==> src/rtl/exp_brm_banked_pkg.sv <==
// Shared types and constants for the banked backup-RAM mapper:
// write-protect state encoding, register-window offsets and key bytes.
package exp_brm_pkg;

  typedef enum logic [1:0] {
    LOCKED = 2'd0,
    KEY1   = 2'd1,
    OPEN   = 2'd2
  } brm_wp_t;

  localparam logic [3:0] REG_ON   = 4'h7;
  localparam logic [3:0] REG_OFF  = 4'h3;
  localparam logic [3:0] REG_BANK = 4'h8;
  localparam logic [3:0] REG_STAT = 4'h9;
  localparam logic [3:0] REG_KEY  = 4'hF;

  localparam logic [7:0] KEY_A = 8'h55;
  localparam logic [7:0] KEY_B = 8'hAA;

endpackage

==> src/rtl/exp_brm_banked_key_fsm.sv <==
// Write-protect key-sequence FSM for the backup RAM.
// Key 0x55 then 0xAA (within KEY_TO cycles) opens the RAM for writing.
// Optional feature macro: BRM_AUTOLOCK_EN -- relocks after LOCK_CYC cycles
// without a RAM write while OPEN.
module brm_key_fsm
  import exp_brm_pkg::*;
#(
  parameter int KEY_TO   = 1024,
  parameter int LOCK_CYC = 2**20
)(
  input  logic       clk,
  input  logic       rst_n,
  input  logic       key_we,
  input  logic [7:0] key_dat,
  input  logic       force_lock,
  input  logic       wr_act,
  output brm_wp_t    state
);

  localparam int TW = $clog2(KEY_TO + 1);

  brm_wp_t       state_q, state_d;
  logic [TW-1:0] key_tmr_q, key_tmr_d;

`ifdef BRM_AUTOLOCK_EN
  localparam int LW = $clog2(LOCK_CYC + 1);
  logic [LW-1:0] lock_tmr_q, lock_tmr_d;
`else
  logic unused_autolock;
  assign unused_autolock = wr_act | (LOCK_CYC == 0);
`endif

  assign state = state_q;

  // Next-state logic: key sequence, key timeout, optional idle relock; forced lock wins.
  always_comb begin
    state_d   = state_q;
    key_tmr_d = key_tmr_q;
`ifdef BRM_AUTOLOCK_EN
    lock_tmr_d = lock_tmr_q;
`endif
    case (state_q)
      LOCKED: begin
        if (key_we && key_dat == KEY_A) begin
          state_d   = KEY1;
          key_tmr_d = TW'(KEY_TO);
        end
      end
      KEY1: begin
        if (key_we) begin
          state_d = (key_dat == KEY_B) ? OPEN : LOCKED;
        end else if (key_tmr_q == '0) begin
          state_d = LOCKED;
        end else begin
          key_tmr_d = key_tmr_q - TW'(1);
        end
      end
      OPEN: begin
        if (key_we) begin
          state_d = LOCKED;
        end
`ifdef BRM_AUTOLOCK_EN
        else if (wr_act) begin
          lock_tmr_d = LW'(LOCK_CYC);
        end else if (lock_tmr_q == '0) begin
          state_d = LOCKED;
        end else begin
          lock_tmr_d = lock_tmr_q - LW'(1);
        end
`endif
      end
      default: state_d = LOCKED;
    endcase
    if (force_lock) begin
      state_d = LOCKED;
    end
    // Timers only carry meaning in their own state; keep them cleared elsewhere.
    if (state_d != KEY1) begin
      key_tmr_d = '0;
    end
`ifdef BRM_AUTOLOCK_EN
    if (state_d == OPEN && state_q != OPEN) begin
      lock_tmr_d = LW'(LOCK_CYC);
    end
    if (state_d != OPEN) begin
      lock_tmr_d = '0;
    end
`endif
  end

  // State and timer registers.
  always_ff @(posedge clk or negedge rst_n) begin
    if (!rst_n) begin
      state_q   <= LOCKED;
      key_tmr_q <= '0;
`ifdef BRM_AUTOLOCK_EN
      lock_tmr_q <= '0;
`endif
    end else begin
      state_q   <= state_d;
      key_tmr_q <= key_tmr_d;
`ifdef BRM_AUTOLOCK_EN
      lock_tmr_q <= lock_tmr_d;
`endif
    end
  end

endmodule

==> src/rtl/exp_brm_banked.sv <==
// Expansion-port backup-RAM mapper: banked BRAM window plus a 16-byte
// register window (enable, disable, bank select, status, key port).
// Optional feature macro: BRM_AUTOLOCK_EN (idle auto-relock in brm_key_fsm).
module exp_brm_banked
  import exp_brm_pkg::*;
#(
  parameter int          SIZE_LOG2 = 11,
  parameter int          NBANKS    = 4,
  parameter logic [20:0] RAM_BASE  = 21'h1EE000,
  parameter logic [20:0] REG_BASE  = 21'h1FF800,
  parameter int          KEY_TO    = 1024,
  parameter int          LOCK_CYC  = 2**20,
  localparam int         BW        = (NBANKS > 1) ? $clog2(NBANKS) : 1
)(
  input  logic                    clk,
  input  logic                    rst_n,
  input  logic                    map_rst,
  input  logic                    cpu_rst,
  input  logic [20:0]             cpu_addr,
  input  logic [7:0]              cpu_dati,
  input  logic                    cpu_oe,
  input  logic                    cpu_we,
  input  logic                    cpu_oe_sync,
  input  logic                    cpu_we_sync,
  input  logic [7:0]              brm_dato,
  output logic [SIZE_LOG2+BW-1:0] brm_addr,
  output logic [7:0]              brm_dati,
  output logic                    brm_ce,
  output logic                    brm_oe,
  output logic                    brm_we,
  output logic                    exp_ce,
  output logic [7:0]              exp_dato
);

  // Bank writes wrap modulo NBANKS (all-zero mask for a single bank).
  localparam logic [BW-1:0] BANK_MASK = BW'(NBANKS - 1);

  logic          ram_on_q, ram_on_d;
  logic [BW-1:0] bank_q, bank_d;
  brm_wp_t       wp_state;
  logic [1:0]    wp_code;
  logic          ram_hit, reg_hit;
  logic [3:0]    reg_off;
  logic          reg_wr, reg_rd, stat_rd;
  logic          key_we, wr_act, force_lock;
  logic [7:0]    status;

  assign ram_hit = (cpu_addr[20:SIZE_LOG2] == RAM_BASE[20:SIZE_LOG2]);
  assign reg_hit = (cpu_addr[20:4] == REG_BASE[20:4]);
  assign reg_off = cpu_addr[3:0];
  assign reg_wr  = reg_hit & cpu_we_sync;
  assign reg_rd  = reg_hit & cpu_oe_sync;
  assign key_we  = reg_wr & (reg_off == REG_KEY);
  assign stat_rd = reg_hit & (reg_off == REG_STAT) & cpu_oe;

  // Register-window updates; either synchronous reset returns everything to idle.
  always_comb begin
    ram_on_d = ram_on_q;
    bank_d   = bank_q;
    if (reg_wr && reg_off == REG_ON) begin
      ram_on_d = cpu_dati[7];
    end
    if (reg_rd && reg_off == REG_OFF) begin
      ram_on_d = 1'b0;
    end
    if (reg_wr && reg_off == REG_BANK) begin
      bank_d = cpu_dati[BW-1:0] & BANK_MASK;
    end
    if (map_rst || cpu_rst) begin
      ram_on_d = 1'b0;
      bank_d   = '0;
    end
  end

  // Enable and bank registers.
  always_ff @(posedge clk or negedge rst_n) begin
    if (!rst_n) begin
      ram_on_q <= 1'b0;
      bank_q   <= '0;
    end else begin
      ram_on_q <= ram_on_d;
      bank_q   <= bank_d;
    end
  end

  // A cleared enable (now or in the coming cycle) and the sync resets all relock.
  assign force_lock = ~ram_on_d;
  assign wr_act     = brm_ce & cpu_we_sync;

  brm_key_fsm #(
    .KEY_TO   (KEY_TO),
    .LOCK_CYC (LOCK_CYC)
  ) u_key_fsm (
    .clk        (clk),
    .rst_n      (rst_n),
    .key_we     (key_we),
    .key_dat    (cpu_dati),
    .force_lock (force_lock),
    .wr_act     (wr_act),
    .state      (wp_state)
  );

  assign wp_code  = wp_state;
  assign status   = {ram_on_q, wp_code, 2'b00, 3'(bank_q)};

  assign brm_addr = {bank_q, cpu_addr[SIZE_LOG2-1:0]};
  assign brm_dati = cpu_dati;
  assign brm_oe   = cpu_oe;
  assign brm_ce   = ram_hit & ram_on_q;
  assign brm_we   = cpu_we & (wp_state == OPEN);
  assign exp_ce   = brm_ce | stat_rd;
  assign exp_dato = stat_rd ? status : brm_dato;

endmodule

==> config.mk <==
export PLATFORM = sky130hd
export DESIGN_NAME = exp_brm_banked
export DESIGN_NICKNAME = d
export VERILOG_FILES = /design/src/rtl/exp_brm_banked_pkg.sv /design/src/rtl/exp_brm_banked_key_fsm.sv /design/src/rtl/exp_brm_banked.sv
export SDC_FILE = /design/constraint.sdc
export NUM_CORES = 1
export LEC_CHECK = 0
export CAP_MARGIN = 0
export CORE_MARGIN = 2
export CORE_UTILIZATION = 37
export DETAILED_ROUTE_END_ITERATION = 8
export PLACE_DENSITY = 0.87
export SLEW_MARGIN = 15
export SYNTH_ARGS = -nofsm -noshare
export SYNTH_HDL_FRONTEND = slang
export SYNTH_SLANG_ARGS = --single-unit
==> constraint.sdc <==
create_clock -name clk -period 4.55 [get_ports clk]
set_clock_uncertainty 0.2 [all_clocks]
set_input_delay 1.1375 -clock clk [delete_from_list [all_inputs] [get_ports clk]]
set_output_delay 1.1375 -clock clk [all_outputs]
set_load 0.1 [all_outputs]
; ---- After elaboration in Yosys (flattened, before gate mapping)
; Cells that the tools add are included.
[word_totals]
register_bits = 16
out_inout_bits = 33
wordCells = 56
[op_classes]
n_addsub = 1
n_eq_ne = 15
muxes = 18
bitwise_logic = 8
reduce_logical = 10
[ops]
columns = cell, count
row1 = $mux W11, 4
row2 = $pmux W11 S2, 1
row3 = $eq A17 B17 Y1 const B, 1
row4 = $mux W2, 8
row5 = $eq A4 B4 Y1 const B, 3
row6 = $logic_not A11 Y1, 1
row7 = $sub A11 B1 Y11 const B, 1
row8 = $eq A10 B10 Y1 const B, 1
row9 = $eq A8 B7 Y1 const B, 1
row10 = $eq A8 B8 Y1 const B, 1
row11 = $mux W8, 1
row12 = $and A1 B1 Y1, 7
row13 = $ne A3 B3 Y1 const B, 2
row14 = $pmux W2 S3, 1
row15 = $eq A4 B2 Y1 const B, 1
row16 = $eq A4 B3 Y1 const B, 1
row17 = $logic_and A1 B1 Y1, 4
row18 = $reduce_and A4 Y1, 1
row19 = $mux W1, 3
row20 = $ne A3 B1 Y1 const B, 1
row21 = $reduce_bool A3 Y1, 1
row22 = $eq A2 B1 Y1 const B, 1
row23 = $eq A2 B2 Y1 const B, 1
row24 = $logic_not A2 Y1, 1
row25 = other kinds (4), 4

; ---- Depth between registers and ports, before layout
; Gate-level depths: netlist of run 1.
[depth]
ltp_word = 10
ltp_mapped = 8

; ---- Modules after synthesis
; Synthesis of run 1 repeated with hierarchy kept, for this count alone.
[unflattened]
cells_unflattened = 137
area_unflattened_um2 = 1313.8
[by_module_without_submodules]
columns = mod, instances, cells_per_inst, area_per_inst_um2, seq_area_each_um2
row1 = brm_key_fsm, 1, 68, 714.4, 325.3
row2 = exp_brm_banked, 1, 69, 599.3, 75.1

; ---- Least setup slack after synthesis of run 1
; OpenSTA, ideal clock, no wires.
[synth_path]
path_type = input-to-output
start = input cpu_addr[6]
end = output exp_dato[0]
arrival_time_ns = 3.005
setup_slack_ns = 0.207
cell_stages = 4
n_path_buf = 0
path_cell_list = or4b_4 or3_4 nor3_4 mux2_2
[synth_between]
elab_chain_len = 4
[synth_rtl]
columns = element, line_no
row1 = start: declaration, exp_brm_banked.sv:19  ; input logic [20:0] cpu_addr,
row2 = $eq A17 B17 Y1, exp_brm_banked.sv:49  ; assign reg_hit = (cpu_addr[20:4] == REG_BASE[20:4]);
row3 = $and A1 B1 Y1 (2 in a row), exp_brm_banked.sv:54  ; assign stat_rd = reg_hit & (reg_off == REG_STAT) & cpu_oe;
row4 = $mux W8, exp_brm_banked.sv:112  ; assign exp_dato = stat_rd ? status : brm_dato;
row5 = end: declaration, exp_brm_banked.sv:32  ; output logic [7:0] exp_dato
; No other way between the ends.

; ---- Worst setup path in the final report of run 1
[layout_path]
start = input cpu_addr[8]
end = output exp_dato[6]
; The elaborated chain is that of the path after synthesis.

==> reports/metrics.cfg, run 1 <==
[grt]
grt_pass1_wl_um = 5980
track_usage = 0.191
gr-total-overflow = 0
grt_pass1_vias = 1225
use_met1 = 0.246
gr-usage-met2 = 0.328
grt_antenna_before_repair = 0
grt-busiest-layer = met2
grt_start_max_net_pins = 17
gr-usage-met3 = 0.0306

[timing]
period_share = 0.980
worst_pin_slew_ns = 0.974
setup_viol = 0
timing.hold.ws_ns = 0.312
fmax_mhz = 224
hold_viol_final = 0
finalCriticalPeriod_ns = 4.46
rsz0062_at_grt = no
max_slew_margin = 0.349
slew_viol_final = 0

[worst_setup_path]
crit_path_start_kind = input port
path_cells = clkdlybuf4s15_1 -> or4b_4 -> or3_4 -> nor3_4 -> buf_12 -> mux2_4 -> buf_12
path_common_cell = buf_12
critical_path_peak_fanout = 6
required_ns = 3.21
worstPathArrival_ns = 3.12
cp_slowest_cell = or4b_4
cp-end-kind = output port
path_class = in2out
cp_slowest_stage_delay_ns = 0.50

[cts]
clock-root-buffer = clkbuf_4
cts_sinks = 16
cts_tree = built
postCtsHoldBufs = 0
clk_latency_ns = 0.29
clockBufferDepth = 2
htree_levels = 1
cts_buffers = 3
clkSlewWorstSetupHoldPaths_ns = 0.09

[logic_synthesis]
yosysUniqueCellTypes = 39
synth_edf_count = 0
yosysWarnings = 0
syn_avg_cell_area_um2 = 9.30
synthArstFlopShare = 1.00
yosysSeqAreaShare = 0.317
syn_area_um2 = 1260
ys_seq_elements = 16
synth_cells = 136
synth.area.top_cells = dfrtp_1 (32%), buf_4 (12%), nor3_1 (5.5%), mux2_2 (4.5%), xnor2_1 (4.2%)
yosysTopAreaCellShare = 0.317
synth-main-ff-cell = dfrtp_1
synth_top_area_cell = dfrtp_1
synth_fp_nets = 182

[finish]
nets = 254
final_common_cell = clkdlybuf4s50_1
post-route-cell-area_um2 = 2140
drive_gt1_frac = 0.309
fillers = 288
final_cell_mix = clkdlybuf4s50_1 (40), buf_4 (32), dfrtp_1 (16)
n_antenna_cell = 0
syn2layout_area_growth_pct = 69.0

[floorplanning]
rows = 21
dieArea_um2 = 3900
start_util = 0.382
ioPinCount = 78
fp.coreArea_um2 = 3310
die_w_um = 62.5
die_y_um = 62.5

[drt]
wl_per_cell_um = 14.3
via_count = 1239
routed_wl_um = 3610
first_pass_iters = 4
routed_via_density = 4.90
drtIter0Drc = 19
antenna_left = 0
drc = 0

[placed_design]
portBuffers = 77
dp_hpwl_um = 2950
globalplace.congestion = 0.792
placed_area_um2 = 2040

[flow_run]
maxCapViolations = 0

[pwr]
powerDensity_nw_per_um2 = 200
vdd_ir_drop_max_mv = 0.137
p_leak_nw = 0.976

[outcome]
status = finished, final reports clean

[min_path]
hold_path.class = reg2reg

[cell usage after synthesis (all sizes together), types with 2 or more instances]
cell,instances
a21oi,2
nor2,7
nor2b,5
and2,2
and4,2
nor4bb,3
nand4,4
or4b,2
nor4b,4
nand2,8
and3,3
dfrtp,16
nand2b,3
mux2i,3
mux2,5
nor3,15
a211oi,2
inv,5
or3,2
xnor2,6
nor4,4
buf,22
[layout make-up]
cell class                 count  area [um^2]  share of cell area
timing repair buffer          89          911               0.426
multi-input combinational     93          714               0.334
sequential                    16          400               0.187
tap                           46         57.6              0.0269
clock buffer                   4         36.3              0.0170
inverter                       5         18.8             0.00878
[flip-flops by register name, summed over array words and instances, names as in the netlist]
name,cells
bank_q,2
ram_on_q,1
u_key_fsm.state,2
u_key_fsm.key_tmr_q,11
[critical path, delay by kind of cell]
kind | cells | cell delay, ns
buffers and inverters | 3 | 0.51
multiplexers | 1 | 0.32
AND/OR/NAND/NOR | 3 | 1.16
[timing repair]
item                       CTS  global route
hold endpoints to repair     0             0
buffers inserted             4             1
pin swaps                    4             3
setup endpoints to repair    6             7
resized for setup           11             7
[stage by stage]
step	setup TNS [ns]	utilization	power, mW	cells	worst slack (ns)
floorplan	0	-	0.266	136	0.207
global placement	-1.00	0.616	0.332	244	-0.191
detailed placement	-1.34	0.616	0.335	244	-0.259
CTS	0	0.642	0.429	252	0.0226
global route	0	0.646	0.441	253	0.00531
finish	0	0.646	0.428	253	0.0892
[cell families after synthesis]
logic type	after synthesis	share of synthesized area
and+or+nand+nor	70	0.362
buffers and inverters	27	0.145
adders and majority gates	1	0.00989
AOI/OAI and AO/OA	7	0.0495
xor gates and xnor gates	7	0.0485
DFF	16	0.317
muxes	8	0.0682
[final timing paths]
check	startpoint	end	slack, ns	depth (start not counted)
max	cpu_addr[8]	exp_dato[6]	0.09	7
max reg2reg	u_key_fsm.key_tmr_q[0]$_DFFE_PN0P_	u_key_fsm.key_tmr_q[6]$_DFFE_PN0P_	2.08	7
min reg2reg	u_key_fsm.key_tmr_q[0]$_DFFE_PN0P_	u_key_fsm.key_tmr_q[0]$_DFFE_PN0P_	0.31	1
max in group asynchronous	rst_n	bank_q[1]$_DFFE_PN0P_	2.66	1
min	u_key_fsm.key_tmr_q[0]$_DFFE_PN0P_	u_key_fsm.key_tmr_q[0]$_DFFE_PN0P_	0.31	1
min in group asynchronous	rst_n	u_key_fsm.key_tmr_q[2]$_DFFE_PN0P_	1.06	1
[per-layer routing]
layer	up-vias	routed length (um)
li1	620	-
met1	571	1500
met2	44	1910
met3	4	158
met4	0	38
met5	-	0
[power by group]
| part | internal (mW) | switching [mW] | leakage, nW |
|---|---|---|---|
| clock network | 0.0488 | 0.0454 | 0.0210 |
| logic | 0.0674 | 0.124 | 0.732 |
| registers | 0.142 | 0.00000000249 | 0.224 |
| total | 0.258 | 0.169 | 0.976 |
(Power assumes the default switching activity.)
==> run 2: changes to the inputs <==
- clock period: 4.55 -> 4.8 ns (I/O delays scaled with it)
==> reports/metrics.cfg, run 2 (synthesized netlist as in run 1, its figures left out) <==
[worst_setup_path]
rrSetupSlack_ns = 2.33
cp_num_cells = 7
cp-end-kind = output port
path_cells = dlygate4sd2_1 -> or4b_4 -> or3_4 -> nor3_4 -> buf_12 -> mux2_4 -> buf_12
crit_path_start_kind = input port
critical_path_peak_fanout = 8
r2r-start = u_key_fsm.key_tmr_q[0]$_DFFE_PN0P_
cp_slowest_cell = or4b_4
path_class = in2out
required_ns = 3.40
r2r_end = u_key_fsm.key_tmr_q[6]$_DFFE_PN0P_
endpoint = exp_dato[7]
crit_start = cpu_addr[6]
r2r_cells = 7
path_common_cell = buf_12
critical-path-top-delay-family = simple AND/OR/NAND/NOR gates
cp_slowest_stage_delay_ns = 0.54
worst-path-buf-inv = 3
worstPathArrival_ns = 3.27

[min_path]
hold_path.class = reg2reg
min_path_cells = 1

[cts]
cts_tree = built
clkSlewWorstSetupHoldPaths_ns = 0.09
cts_buffers = 3
clockBufferDepth = 2
cts_sinks = 16
clk_latency_ns = 0.28
clock-root-buffer = clkbuf_4
htree_levels = 1

[timing]
setup_viol = 0
slew_viol_final = 0
fin_ws_ns = 0.132
rsz0062_at_grt = no
finalCriticalPeriod_ns = 4.67
fmax_mhz = 214
hold_viol_final = 0
period_share = 0.972
timing.hold.ws_ns = 0.306
worst_pin_slew_ns = 0.972
max_slew_margin = 0.350

[drt]
routed_wl_um = 3270
drtIter0Drc = 19
first_pass_iters = 4
via_count = 1219
wl_per_cell_um = 13.3
routed_via_density = 4.96
drc = 0
antenna_left = 0

[finish]
drive_gt1_frac = 0.270
multiInputGateArea_um2 = 699
largest_reg_flops = 11
n_antenna_cell = 0
syn2layout_area_growth_pct = 63.1
final_common_cell = clkdlybuf4s50_1
largest-register = u_key_fsm.key_tmr_q
seq_area_um2 = 400
post-route-cell-area_um2 = 2060
final_cell_mix = clkdlybuf4s50_1 (42), buf_4 (26), dfrtp_1 (16)
nets = 247
final_cells = 246
fillers = 298

[placed_design]
placed_area_um2 = 2010
dp_hpwl_um = 2770
globalplace.congestion = 0.792
place_ws_ns = -0.0943
portBuffers = 77
numPlacedInstances = 242

[floorplanning]
ioPinCount = 78
die_w_um = 62.5
die_y_um = 62.5
fp.coreArea_um2 = 3310
start_util = 0.382
dieArea_um2 = 3900
rows = 21

[grt]
grt_start_max_net_pins = 17
grt_pass1_vias = 1133
track_usage = 0.173
gr-total-overflow = 0
grt_antenna_before_repair = 0
grt_pass1_wl_um = 5530

[outcome]
status = finished, final reports clean

[flow_run]
maxCapViolations = 0

[pwr]
powerDensity_nw_per_um2 = 194
vdd_ir_drop_max_mv = 0.178
p_leak_nw = 0.926

[run 2: changes by cell type in the layout (fill, tap and decap cells not counted)]
cell	previous run	this run
clkdlybuf4s50_1	40	42
buf_12	11	10
clkbuf_2	2	0
dlymetal6s2s_1	1	0
dlygate4sd2_1	2	4
clkdlybuf4s15_1	1	0
nor4b_4	2	1
buf_4	32	26
nor4b_1	2	3
[run 2: timing repair]
action / 4_1_cts / 5_1_grt
setup endpoints to repair: 6 / 0
hold buffers: 0 / 0
gates resized for setup: 9 / 0
setup buffers: 0 / 0
[run 2: metrics by stage]
step | TNS (ns) | power [mW] | util
after floorplan | 0 | 0.252 | -
after global placement | -0.346 | 0.314 | 0.608
after detailed placement | -0.448 | 0.316 | 0.608
after CTS | 0 | 0.403 | 0.623
after global routing | 0 | 0.415 | 0.623
final | 0 | 0.400 | 0.623
[run 2: power by group]
group | internal, mW | total (mW) | switching (mW)
Combinational | 0.0627 | 0.178 | 0.116
Sequential | 0.135 | 0.135 | 0.00000000243
Clock | 0.0462 | 0.0870 | 0.0408
Total | 0.244 | 0.400 | 0.156
[run 2: routing by layer]
metal  up-vias  routed length, um  track usage  part of all wire
met1       567               1390        0.232              0.42
li1        606                  -            -                 -
met5         -                  0            0                 0
met4         0                  9       0.0500            0.0028
met3         2                167       0.0198             0.051
met2        44               1710        0.293              0.52
[run 2: worst min path at each step]
stage,slack [ns],startpoint,end
2_1_floorplan,0.26,u_key_fsm.key_tmr_q[0]$_DFFE_PN0P_,u_key_fsm.key_tmr_q[0]$_DFFE_PN0P_
3_3_place_gp,0.29,u_key_fsm.key_tmr_q[0]$_DFFE_PN0P_,u_key_fsm.key_tmr_q[0]$_DFFE_PN0P_
3_5_place_dp,0.29,u_key_fsm.key_tmr_q[0]$_DFFE_PN0P_,u_key_fsm.key_tmr_q[0]$_DFFE_PN0P_
4_1_cts,0.31,u_key_fsm.key_tmr_q[0]$_DFFE_PN0P_,u_key_fsm.key_tmr_q[0]$_DFFE_PN0P_
5_1_grt,0.35,u_key_fsm.key_tmr_q[0]$_DFFE_PN0P_,u_key_fsm.key_tmr_q[0]$_DFFE_PN0P_
6_report,0.31,u_key_fsm.key_tmr_q[0]$_DFFE_PN0P_,u_key_fsm.key_tmr_q[0]$_DFFE_PN0P_
[run 2: worst register-to-register path: cells and delay by family (launching register included)]
kind,cells,cell delay (ns)
and+or+nand+nor,2,0.75
DFF,1,0.42
adders and majority gates,1,0.19
AOI/OAI and AO/OA,3,0.70
buffers and inverters,1,0.07
[run 2: layout make-up]
type,count,area share
Inverter,5,0.00910
Clock buffer,4,0.0176
Sequential cell,16,0.194
Multi-Input combinational cell,93,0.339
Tap cell,46,0.0279
Timing Repair Buffer,82,0.412
==> variant: new RTL, settings of run 2 <==
Register the output `exp_dato`, cleared by the reset; this adds one clock of latency there. The other outputs are not delayed to match.
--- a/src/rtl/exp_brm_banked.sv
+++ b/src/rtl/exp_brm_banked.sv
@@ -110,5 +110,11 @@
   assign brm_we   = cpu_we & (wp_state == OPEN);
   assign exp_ce   = brm_ce | stat_rd;
-  assign exp_dato = stat_rd ? status : brm_dato;
+  always_ff @(posedge clk or negedge rst_n) begin
+    if (!rst_n) begin
+      exp_dato <= '0;
+    end else begin
+      exp_dato <= stat_rd ? status : brm_dato;
+    end
+  end
 
 endmodule
Behaviour: not the same (a bounded check fails within 4 cycles, from zero or initial values and one cycle with rst_n low).
==> variant against run 2 <==
  * Final cell count grew 2.0%
  * Sequential cell count is 8 higher
  * Routed wire length is 4.6% higher
  * Power up 27%
  * Highest routed layer unchanged
  * Critical endpoint is now exp_ce
  * Synthesized area up 14%
  * Worst setup slack improved by 0.070 ns
  * Via count increased by 6.6%
  * Final area rose by 3.2%
  * Critical path type unchanged
==> variant: results (changes against run 2) <==
- Share of cells above drive strength 1: 0.212 (-0.0582)
- Crit path capture: exp_ce
- First-pass GRT wire length: 5.72 mm (+3.5%)
- Largest net degree at the start of global routing: 25 (+8)
- Root Buffer: clkbuf_8
- Layout area overhead: 47.1%
- Leak pwr: 0.977 nW (+5.6%)
- Non-CTS buffers: 77 (-6.1%)
- Starting DRT DRC Count: 75 (+56)
- Compound-Gate Fraction of Synth Area: 0.0597 (+0.0102)
- Synth Area in XOR/XNOR: 0.0363 (-0.0121)
- Non-clock buffer share: 0.339 (-0.0737)
- Worst Path Max Fanout: 9 (+1)
- Post-synth top area share: 0.415 (+0.0987)
- Post-Synth Adder-Cell Area: 0.00865 (-0.00124)
- Final Hold Slack: 0.279 ns (-0.0264 ns)
- Peak per-stage delay on the critical path: 0.60 ns (+0.06 ns)
- Sequential fraction of the synthesis area: 0.415 (+0.0987)
- Comb_multi_in: 94 (+1.1%)
- Clock-cell share: 0.0259 (+0.00828)
- FF+latch count, synth: 24 (+8)
- Place WS: 0.174 ns (+0.269 ns)
- Final #Nets: 250 (+1.2%)
- Reg area: 601 sq um (+50%)
- Inverters: 4 (-1)
- R2R setup slack: 2.44 ns (+0.11 ns)
- Outcome: finished clean
- Dpl cell area: 2080 sq um (+3.2%)
- Switching fraction of total power: 0.345 (-0.0464)
- Fmax: 217 MHz (+1.5%)
- R2r endpoint: u_key_fsm.key_tmr_q[8]
- Footprint of the multi-input gates: 677 sq um (-3.2%)
- Mux contribution to synthesized area: 0.0606 (-0.00770)
- Synth area leaders: dfrtp_1 42%, buf_4 10%, nor2_1 4.7%
[variant: changes by cell type in the layout (fill, tap and decap cells not counted), sizes merged, moves of 4 or more]
cell                  run 2  this run
dlygate4sd2               4         0
clkdlybuf4s50            42        53
nor3                     15         7
buf                      36        24
dfrtp                    16        24
nor4                      4         0
nor2                      7        18
[variant: power by group through the flow]
stage / Sequential, mW / Combinational, mW / Clock (mW)
floorplan: 0.236 / 0.0882 / 0
global placement: 0.210 / 0.167 / 0
detailed placement: 0.210 / 0.169 / 0
CTS: 0.206 / 0.169 / 0.138
global route: 0.206 / 0.174 / 0.147
finish: 0.206 / 0.168 / 0.133
[variant: routing by layer]
layer / track usage / part of all wire / wire [um]
met5: 0 / 0 / 0
met4: 0.0765 / 0.026 / 88
met3: 0.0372 / 0.075 / 256
met2: 0.279 / 0.48 / 1630
met1: 0.213 / 0.42 / 1450
[variant: critical path: cells and delay by family]
family	cells	cell delay [ns]
AND/OR/NAND/NOR	4	1.39
buffers and inverters	2	0.60
